<file path="config.mk">
export PLATFORM = sky130hd
export DESIGN_NAME = seg_mux_scheduler_flat
export DESIGN_NICKNAME = d
export VERILOG_FILES = /design/src/rtl/seg_mux_if.sv /design/src/rtl/seg_mux_scheduler.sv /design/src/flat_wrapper.sv
export SDC_FILE = /design/constraint.sdc
export NUM_CORES = 1
export LEC_CHECK = 0
export BUFFER_PORTS_ARGS = -buffer_cell sky130_fd_sc_hd__buf_2
export CORE_AREA = 4 4 57 110
export CTS_BUF_LIST = sky130_fd_sc_hd__clkbuf_8
export DETAILED_ROUTE_END_ITERATION = 16
export DIE_AREA = 0 0 61 114
export GPL_TIMING_DRIVEN = 0
export HOLD_SLACK_MARGIN = 0.15
export PLACE_DENSITY = 0.86
export SLEW_MARGIN = 15
export SYNTH_ARGS = -nofsm -noshare
export SYNTH_HDL_FRONTEND = slang
export SYNTH_HIERARCHICAL = 1
export SYNTH_SLANG_ARGS = --single-unit
</file>
<file path="constraint.sdc">
create_clock -name clk -period 6.59 [get_ports clk]
set_input_delay 1.318 -clock clk [delete_from_list [all_inputs] [get_ports clk]]
set_output_delay 1.318 -clock clk [all_outputs]
set_load 0.01 [all_outputs]
</file>
<file path="src/rtl/seg_mux_if.sv">
// Handshake bundle between the counter datapaths and the shared seven-segment scheduler.
interface seg_mux_if #(parameter int DWELL_W = 8);
  logic               ena;
  logic [3:0]         req;
  logic [15:0]        data;
  logic [1:0]         mode;
  logic [1:0]         man_sel;
  logic [DWELL_W-1:0] dwell;
  logic [6:0]         seg;
  logic [3:0]         grant;
  logic [1:0]         cur_id;
  logic               busy;

  modport master (output ena, req, data, mode, man_sel, dwell,
                  input  seg, grant, cur_id, busy);
  modport slave  (input  ena, req, data, mode, man_sel, dwell,
                  output seg, grant, cur_id, busy);
endinterface

</file>
<file path="src/rtl/seg_mux_scheduler.sv">
// Shares one hex seven-segment display between four nibble sources:
// manual / round-robin / priority selection, programmable dwell, fixed blank gap.
module seg_hex_dec (
  input  logic [3:0] nib,
  output logic [6:0] seg
);
  always_comb begin
    case (nib)
      4'h0: seg = 7'h3F;  4'h1: seg = 7'h06;  4'h2: seg = 7'h5B;  4'h3: seg = 7'h4F;
      4'h4: seg = 7'h66;  4'h5: seg = 7'h6D;  4'h6: seg = 7'h7D;  4'h7: seg = 7'h07;
      4'h8: seg = 7'h7F;  4'h9: seg = 7'h6F;  4'hA: seg = 7'h77;  4'hB: seg = 7'h7C;
      4'hC: seg = 7'h39;  4'hD: seg = 7'h5E;  4'hE: seg = 7'h79;  default: seg = 7'h71;
    endcase
  end
endmodule

module seg_mux_scheduler #(
  parameter int BLANK_CYC = 2,
  parameter int DWELL_W   = 8
) (
  input logic        clk,
  input logic        rst_n,
  seg_mux_if.slave   bus
);
  localparam int NUM_SRC = 4;
  localparam int BW      = (BLANK_CYC > 1) ? $clog2(BLANK_CYC) : 1;
  localparam logic [BW-1:0] BLANK_LD = BW'(BLANK_CYC - 1);

  localparam logic [1:0] M_MAN = 2'b00;
  localparam logic [1:0] M_RR  = 2'b01;
  localparam logic [1:0] M_PRI = 2'b10;
  localparam logic [1:0] M_OFF = 2'b11;

  typedef enum logic [1:0] {IDLE, BLANK, SHOW} state_t;

  state_t               state_q, state_d;
  logic [6:0]           seg_q, seg_d;
  logic [NUM_SRC-1:0]   grant_q, grant_d;
  logic [1:0]           cur_id_q, cur_id_d;
  logic                 busy_q, busy_d;
  logic [DWELL_W-1:0]   dwell_q, dwell_d, dwell_ld;
  logic [BW-1:0]        blank_q, blank_d;
  logic [1:0]           gmode_q, gmode_d;

  logic                 cand_vld, preempt, go_idle, go_blank;
  logic [1:0]           cand_id;
  logic [NUM_SRC-1:0][6:0] dec_seg;

  genvar g;
  generate
    for (g = 0; g < NUM_SRC; g++) begin : g_dec
      seg_hex_dec u_dec (.nib(bus.data[4*g +: 4]), .seg(dec_seg[g]));
    end
  endgenerate

  // Scan order cur+1, cur+2, cur+3, cur; the last hit in a descending loop is the first in scan order.
  function automatic logic [2:0] rr_pick(input logic [3:0] r, input logic [1:0] base);
    logic [2:0] res;
    logic [1:0] idx;
    res = '0;
    for (int k = 4; k >= 1; k--) begin
      idx = base + 2'(k);
      if (r[idx]) res = {1'b1, idx};
    end
    return res;
  endfunction

  function automatic logic [2:0] pri_pick(input logic [3:0] r);
    logic [2:0] res;
    res = '0;
    for (int k = 3; k >= 0; k--)
      if (r[k]) res = {1'b1, 2'(k)};
    return res;
  endfunction

  always_comb begin
    {cand_vld, cand_id} = 3'b0;
    case (bus.mode)
      M_MAN:   {cand_vld, cand_id} = {1'b1, bus.man_sel};
      M_RR:    {cand_vld, cand_id} = rr_pick(bus.req, cur_id_q);
      M_PRI:   {cand_vld, cand_id} = pri_pick(bus.req);
      default: {cand_vld, cand_id} = 3'b0;
    endcase
  end

  assign dwell_ld = (bus.dwell == '0) ? '0 : bus.dwell - DWELL_W'(1);
  // Losing the request only preempts grants made under a request-driven mode.
  assign preempt  = ((gmode_q == M_RR) || (gmode_q == M_PRI)) && !bus.req[cur_id_q];

  always_comb begin
    state_d  = state_q;
    seg_d    = seg_q;
    grant_d  = grant_q;
    cur_id_d = cur_id_q;
    busy_d   = busy_q;
    dwell_d  = dwell_q;
    blank_d  = blank_q;
    gmode_d  = gmode_q;
    go_idle  = 1'b0;
    go_blank = 1'b0;
    case (state_q)
      IDLE: if (cand_vld) go_blank = 1'b1;
      BLANK: begin
        if (bus.mode == M_OFF) go_idle = 1'b1;
        else if (blank_q == '0) begin
          state_d = SHOW;
          dwell_d = dwell_ld;
          seg_d   = dec_seg[cur_id_q];
        end else blank_d = blank_q - BW'(1);
      end
      SHOW: begin
        seg_d = dec_seg[cur_id_q];
        if (dwell_q != '0) dwell_d = dwell_q - DWELL_W'(1);
        if (bus.mode == M_OFF) go_idle = 1'b1;
        else if ((dwell_q == '0) || preempt) begin
          if (!cand_vld)                go_idle  = 1'b1;
          else if (cand_id != cur_id_q) go_blank = 1'b1;
          else begin
            dwell_d = dwell_ld;
            gmode_d = bus.mode;
          end
        end
      end
      default: go_idle = 1'b1;
    endcase
    if (go_blank) begin
      state_d  = BLANK;
      cur_id_d = cand_id;
      grant_d  = 4'b0001 << cand_id;
      busy_d   = 1'b1;
      seg_d    = '0;
      blank_d  = BLANK_LD;
      gmode_d  = bus.mode;
    end
    if (go_idle) begin
      state_d = IDLE;
      seg_d   = '0;
      grant_d = '0;
      busy_d  = 1'b0;
    end
  end

  always_ff @(posedge clk or negedge rst_n) begin
    if (!rst_n) begin
      state_q  <= IDLE;
      seg_q    <= '0;
      grant_q  <= '0;
      cur_id_q <= '0;
      busy_q   <= 1'b0;
      dwell_q  <= '0;
      blank_q  <= '0;
      gmode_q  <= M_MAN;
    end else if (bus.ena) begin
      state_q  <= state_d;
      seg_q    <= seg_d;
      grant_q  <= grant_d;
      cur_id_q <= cur_id_d;
      busy_q   <= busy_d;
      dwell_q  <= dwell_d;
      blank_q  <= blank_d;
      gmode_q  <= gmode_d;
    end
  end

  assign bus.seg    = seg_q;
  assign bus.grant  = grant_q;
  assign bus.cur_id = cur_id_q;
  assign bus.busy   = busy_q;
endmodule

</file>
<file path="src/flat_wrapper.sv">
// flat-port wrapper written by rule: the top's interface ports become plain ports
module seg_mux_scheduler_flat 
#(
  parameter int BLANK_CYC = 2,
  parameter int DWELL_W   = 8
)
  (clk, rst_n, bus_ena, bus_req, bus_data, bus_mode, bus_man_sel, bus_dwell, bus_seg, bus_grant, bus_cur_id, bus_busy);
  seg_mux_if #(.DWELL_W(DWELL_W)) bus_i ();
  input logic clk;
  input logic rst_n;
  input wire logic [$bits(bus_i.ena)-1:0] bus_ena;
  input wire logic [$bits(bus_i.req)-1:0] bus_req;
  input wire logic [$bits(bus_i.data)-1:0] bus_data;
  input wire logic [$bits(bus_i.mode)-1:0] bus_mode;
  input wire logic [$bits(bus_i.man_sel)-1:0] bus_man_sel;
  input wire logic [$bits(bus_i.dwell)-1:0] bus_dwell;
  output wire logic [$bits(bus_i.seg)-1:0] bus_seg;
  output wire logic [$bits(bus_i.grant)-1:0] bus_grant;
  output wire logic [$bits(bus_i.cur_id)-1:0] bus_cur_id;
  output wire logic [$bits(bus_i.busy)-1:0] bus_busy;
  assign bus_i.ena = bus_ena;
  assign bus_i.req = bus_req;
  assign bus_i.data = bus_data;
  assign bus_i.mode = bus_mode;
  assign bus_i.man_sel = bus_man_sel;
  assign bus_i.dwell = bus_dwell;
  assign bus_seg = bus_i.seg;
  assign bus_grant = bus_i.grant;
  assign bus_cur_id = bus_i.cur_id;
  assign bus_busy = bus_i.busy;
  seg_mux_scheduler #(.BLANK_CYC(BLANK_CYC), .DWELL_W(DWELL_W)) u_core (.clk(clk), .rst_n(rst_n), .bus(bus_i));
endmodule
</file>
==> impl_metrics.toml <==
[floorplanning]
io_pins = 49
die_w_um = 61
die_h_um = 114
core-area_sq_um = 5420
die_area_sq_um = 6950
start_util = 0.624
row_count = 38

[sta]
tns_ns = 0
skew_ns = 0.00541
hold_viol_final = 0
fin_crit_ns = 3.53
clock.fmax_ghz = 0.284
relSlewSlack = 0.426
fin_ws_ns = 3.06
slew_violations = 0
tightest_slew_ns = 0.848
period_share = 0.535
rsz0062_at_grt = "false"
finalSetupViolations = 0

[critical_path]
crit_required_ns = 6.72
worstSetupPathType = "input pin to flip-flop"
cp-end-kind = "flip-flop"
crit_fanout = 10
start_kind = "input pin"
worstPathArrival_ns = 3.66

[clocking]
numCtsBuffers = 3
insertion_delay_ns = 0.28
postCtsSetupRepairBufs = 0
h-tree-depth = 1
clk_pin_slew_ns = 0.10
cts.sinks = 27
cts_max_path_buffers = 2
cts_resized = 0
hold_buffers = 0
root_buffer = "clkbuf_8"
cts_tree = "done"

[detailed_routing]
wirelength_um = 8760
drtPass1Iterations = 5
post_drt_wl_per_cell_um = 17.9
drt_iter0_drc = 203
via_count = 3189
postRouteAntennaNets = 0
avgViaCountPerCell = 6.52
drc = 0

[global_route]
grt_max_degree = 28
grt_use_total = 0.261
gr-total-overflow = 0
grt_pass1_vias = 3219
grt_pass1_wl_um = 14000
antenna_found_initial = 0

[run]
cap_violations = 0

[run_status]
status = "finished, final reports clean"

[final_layout]
area_growth_pct = 10.5
nNetsFinal = 501
antennaDiodeCount = 0
post_route_cells_drive_above_1_share = 0.245

[synth]
syn-num-nets = 450
postSynthAreaPerCell_sq_um = 8.93
syn_area_sq_um = 3380
synthCells = 379
synthArstFlopShare = 1.00
synth-edff-count = 0
yosys_warnings = 6
synth_seq_cells = 27
synth_seq_area_share = 0.200
synth_cell_types = 74
synthFlopType = "dfrtp_1"

[placement]
hpwlAfterDp_um = 7200
numPortBuffers = 46
place_ws_ns = 2.81
place_congestion = 0.988

[power]
cellPowerDensity_nw_per_um2 = 289
leakage_nw = 1.74
vdd_drop_max_uv = 234

[min_path]
min_path_type = "flip-flop to flip-flop"
-- synth_stat cells (all sizes together) (4+ instances only) --
cell type | number | area (sq um)
nand3 | 5 | 25.0
o221ai | 4 | 35.0
o22ai | 7 | 43.8
o21ai | 13 | 76.3
mux4 | 12 | 282
nand2 | 21 | 78.8
a211o | 4 | 35.0
o31ai | 8 | 78.8
buf | 14 | 104
dfrtp | 27 | 676
nor2b | 6 | 37.5
ha | 36 | 450
and2 | 5 | 31.3
nand2b | 7 | 43.8
o31a | 4 | 46.3
or2b | 5 | 37.5
nor3 | 18 | 90.1
inv | 49 | 186
or2 | 4 | 25.0
nand4 | 4 | 25.0
nand3b | 5 | 37.5
nor4 | 4 | 37.5
mux2 | 14 | 161
a21o | 5 | 37.5
nor2 | 17 | 66.3
mux2i | 9 | 90.1
or3 | 8 | 50.1
a21oi | 19 | 95.1
-- final timing paths --
check                                                  endpoint                             from  cells past startpoint  slack, ns
worst max-delay path              u_core/bus.seg[4]$_DFFE_PN0P_                      bus_mode[1]                      9       3.06
worst min-delay path            u_core/bus.grant[1]$_DFFE_PN0P_  u_core/bus.grant[1]$_DFFE_PN0P_                      2       0.52
worst max register to register    u_core/gmode_q[1]$_DFFE_PN0P_    u_core/dwell_q[0]$_DFFE_PN0P_                      9       3.49
worst min register to register  u_core/bus.grant[1]$_DFFE_PN0P_  u_core/bus.grant[1]$_DFFE_PN0P_                      2       0.52
max in group asynchronous            u_core/blank_q$_DFFE_PN0P_                            rst_n                      1       5.15
min in group asynchronous         u_core/dwell_q[7]$_DFFE_PN0P_                            rst_n                      1       1.04
-- area by class of cell --
cell class / count / area, sq um
Clock inverter: 1 / 7.51
Buffer: 16 / 111
Timing Repair Buffer: 46 / 230
Multi-Input combinational cell: 287 / 2410
Tap cell: 60 / 75.1
Sequential cell: 27 / 676
Inverter: 49 / 186
Clock buffer: 3 / 41.3
Fill cell: 439 / 1680
-- cells by family after synthesis --
| logic type | after synthesis | share of synthesized area |
|---|---|---|
| muxes | 35 | 0.157 |
| and+or+nand+nor | 116 | 0.190 |
| AOI/OAI and AO/OA | 95 | 0.219 |
| adders and majority gates | 36 | 0.133 |
| xor gates and xnor gates | 5 | 0.0129 |
| buffers and inverters | 65 | 0.0880 |
| DFF | 27 | 0.200 |
-- stage by stage --
step / area [sq um] / util / cells / hold WS, ns / power, mW
after CTS: 3740 / 0.690 / 489 / 0.523 / 1.07
final: 3740 / 0.690 / 489 / 0.520 / 1.08
after global placement: 3690 / 0.681 / 485 / 0.501 / 0.954
after detailed placement: 3690 / 0.681 / 485 / 0.500 / 0.974
after global routing: 3740 / 0.690 / 489 / 0.543 / 1.16
after floorplan: 3380 / - / 379 / 0.481 / 0.789
-- per-layer routing --
layer  share of wire  track usage  up-vias
met1            0.31        0.218     1557
met3           0.037       0.0238       30
li1                -            -     1491
met4           0.047        0.145        0
met2            0.60        0.533      111
met5               0            0        -
-- cell usage in the layout (no fill, tap or decap), types with 3 or more instances in the layout --
cell type / instances
a22oi_1: 3
buf_6: 5
and2_1: 5
nand4_1: 4
o32a_1: 3
a32oi_1: 3
xnor2_1: 3
or3_1: 8
clkbuf_8: 3
a21oi_1: 19
or2_2: 4
nand2b_1: 7
dfrtp_1: 27
inv_1: 48
o21ai_0: 11
or2b_1: 5
mux4_2: 9
buf_2: 54
nand2_1: 21
ha_1: 36
nor2b_1: 6
mux4_1: 3
nand3_1: 5
o22ai_1: 7
a21o_1: 5
nand3b_1: 5
mux2i_1: 9
mux2_2: 12
nor2_1: 16
o221ai_1: 4
a211o_1: 4
nor3_1: 18
o31ai_1: 6
-- registers in the layout, indices dropped and copies added (netlist names) --
signal             cells
u_core/state_q         2
u_core/bus.seg         7
u_core/gmode_q         2
u_core/blank_q         1
u_core/bus.busy        1
u_core/dwell_q         8
u_core/bus.cur_id      2
u_core/bus.grant       4
-- worst max-delay path: stages --
cell       delay [ns]
buf_2            0.10
buf_2            0.17
or2b_1           0.28
nor3_1           0.33
a31oi_2          0.25
o21ai_4          0.31
o2111ai_1        0.15
a41oi_1          0.57
o22ai_1          0.17
-- report_power, final --
group	internal [mW]	total, mW	switching [mW]
Combinational	0.291	0.675	0.384
Sequential	0.239	0.307	0.0685
Clock	0.0430	0.0978	0.0548
Total	0.573	1.08	0.507
Note: power is estimated with default switching activity, not from simulation.
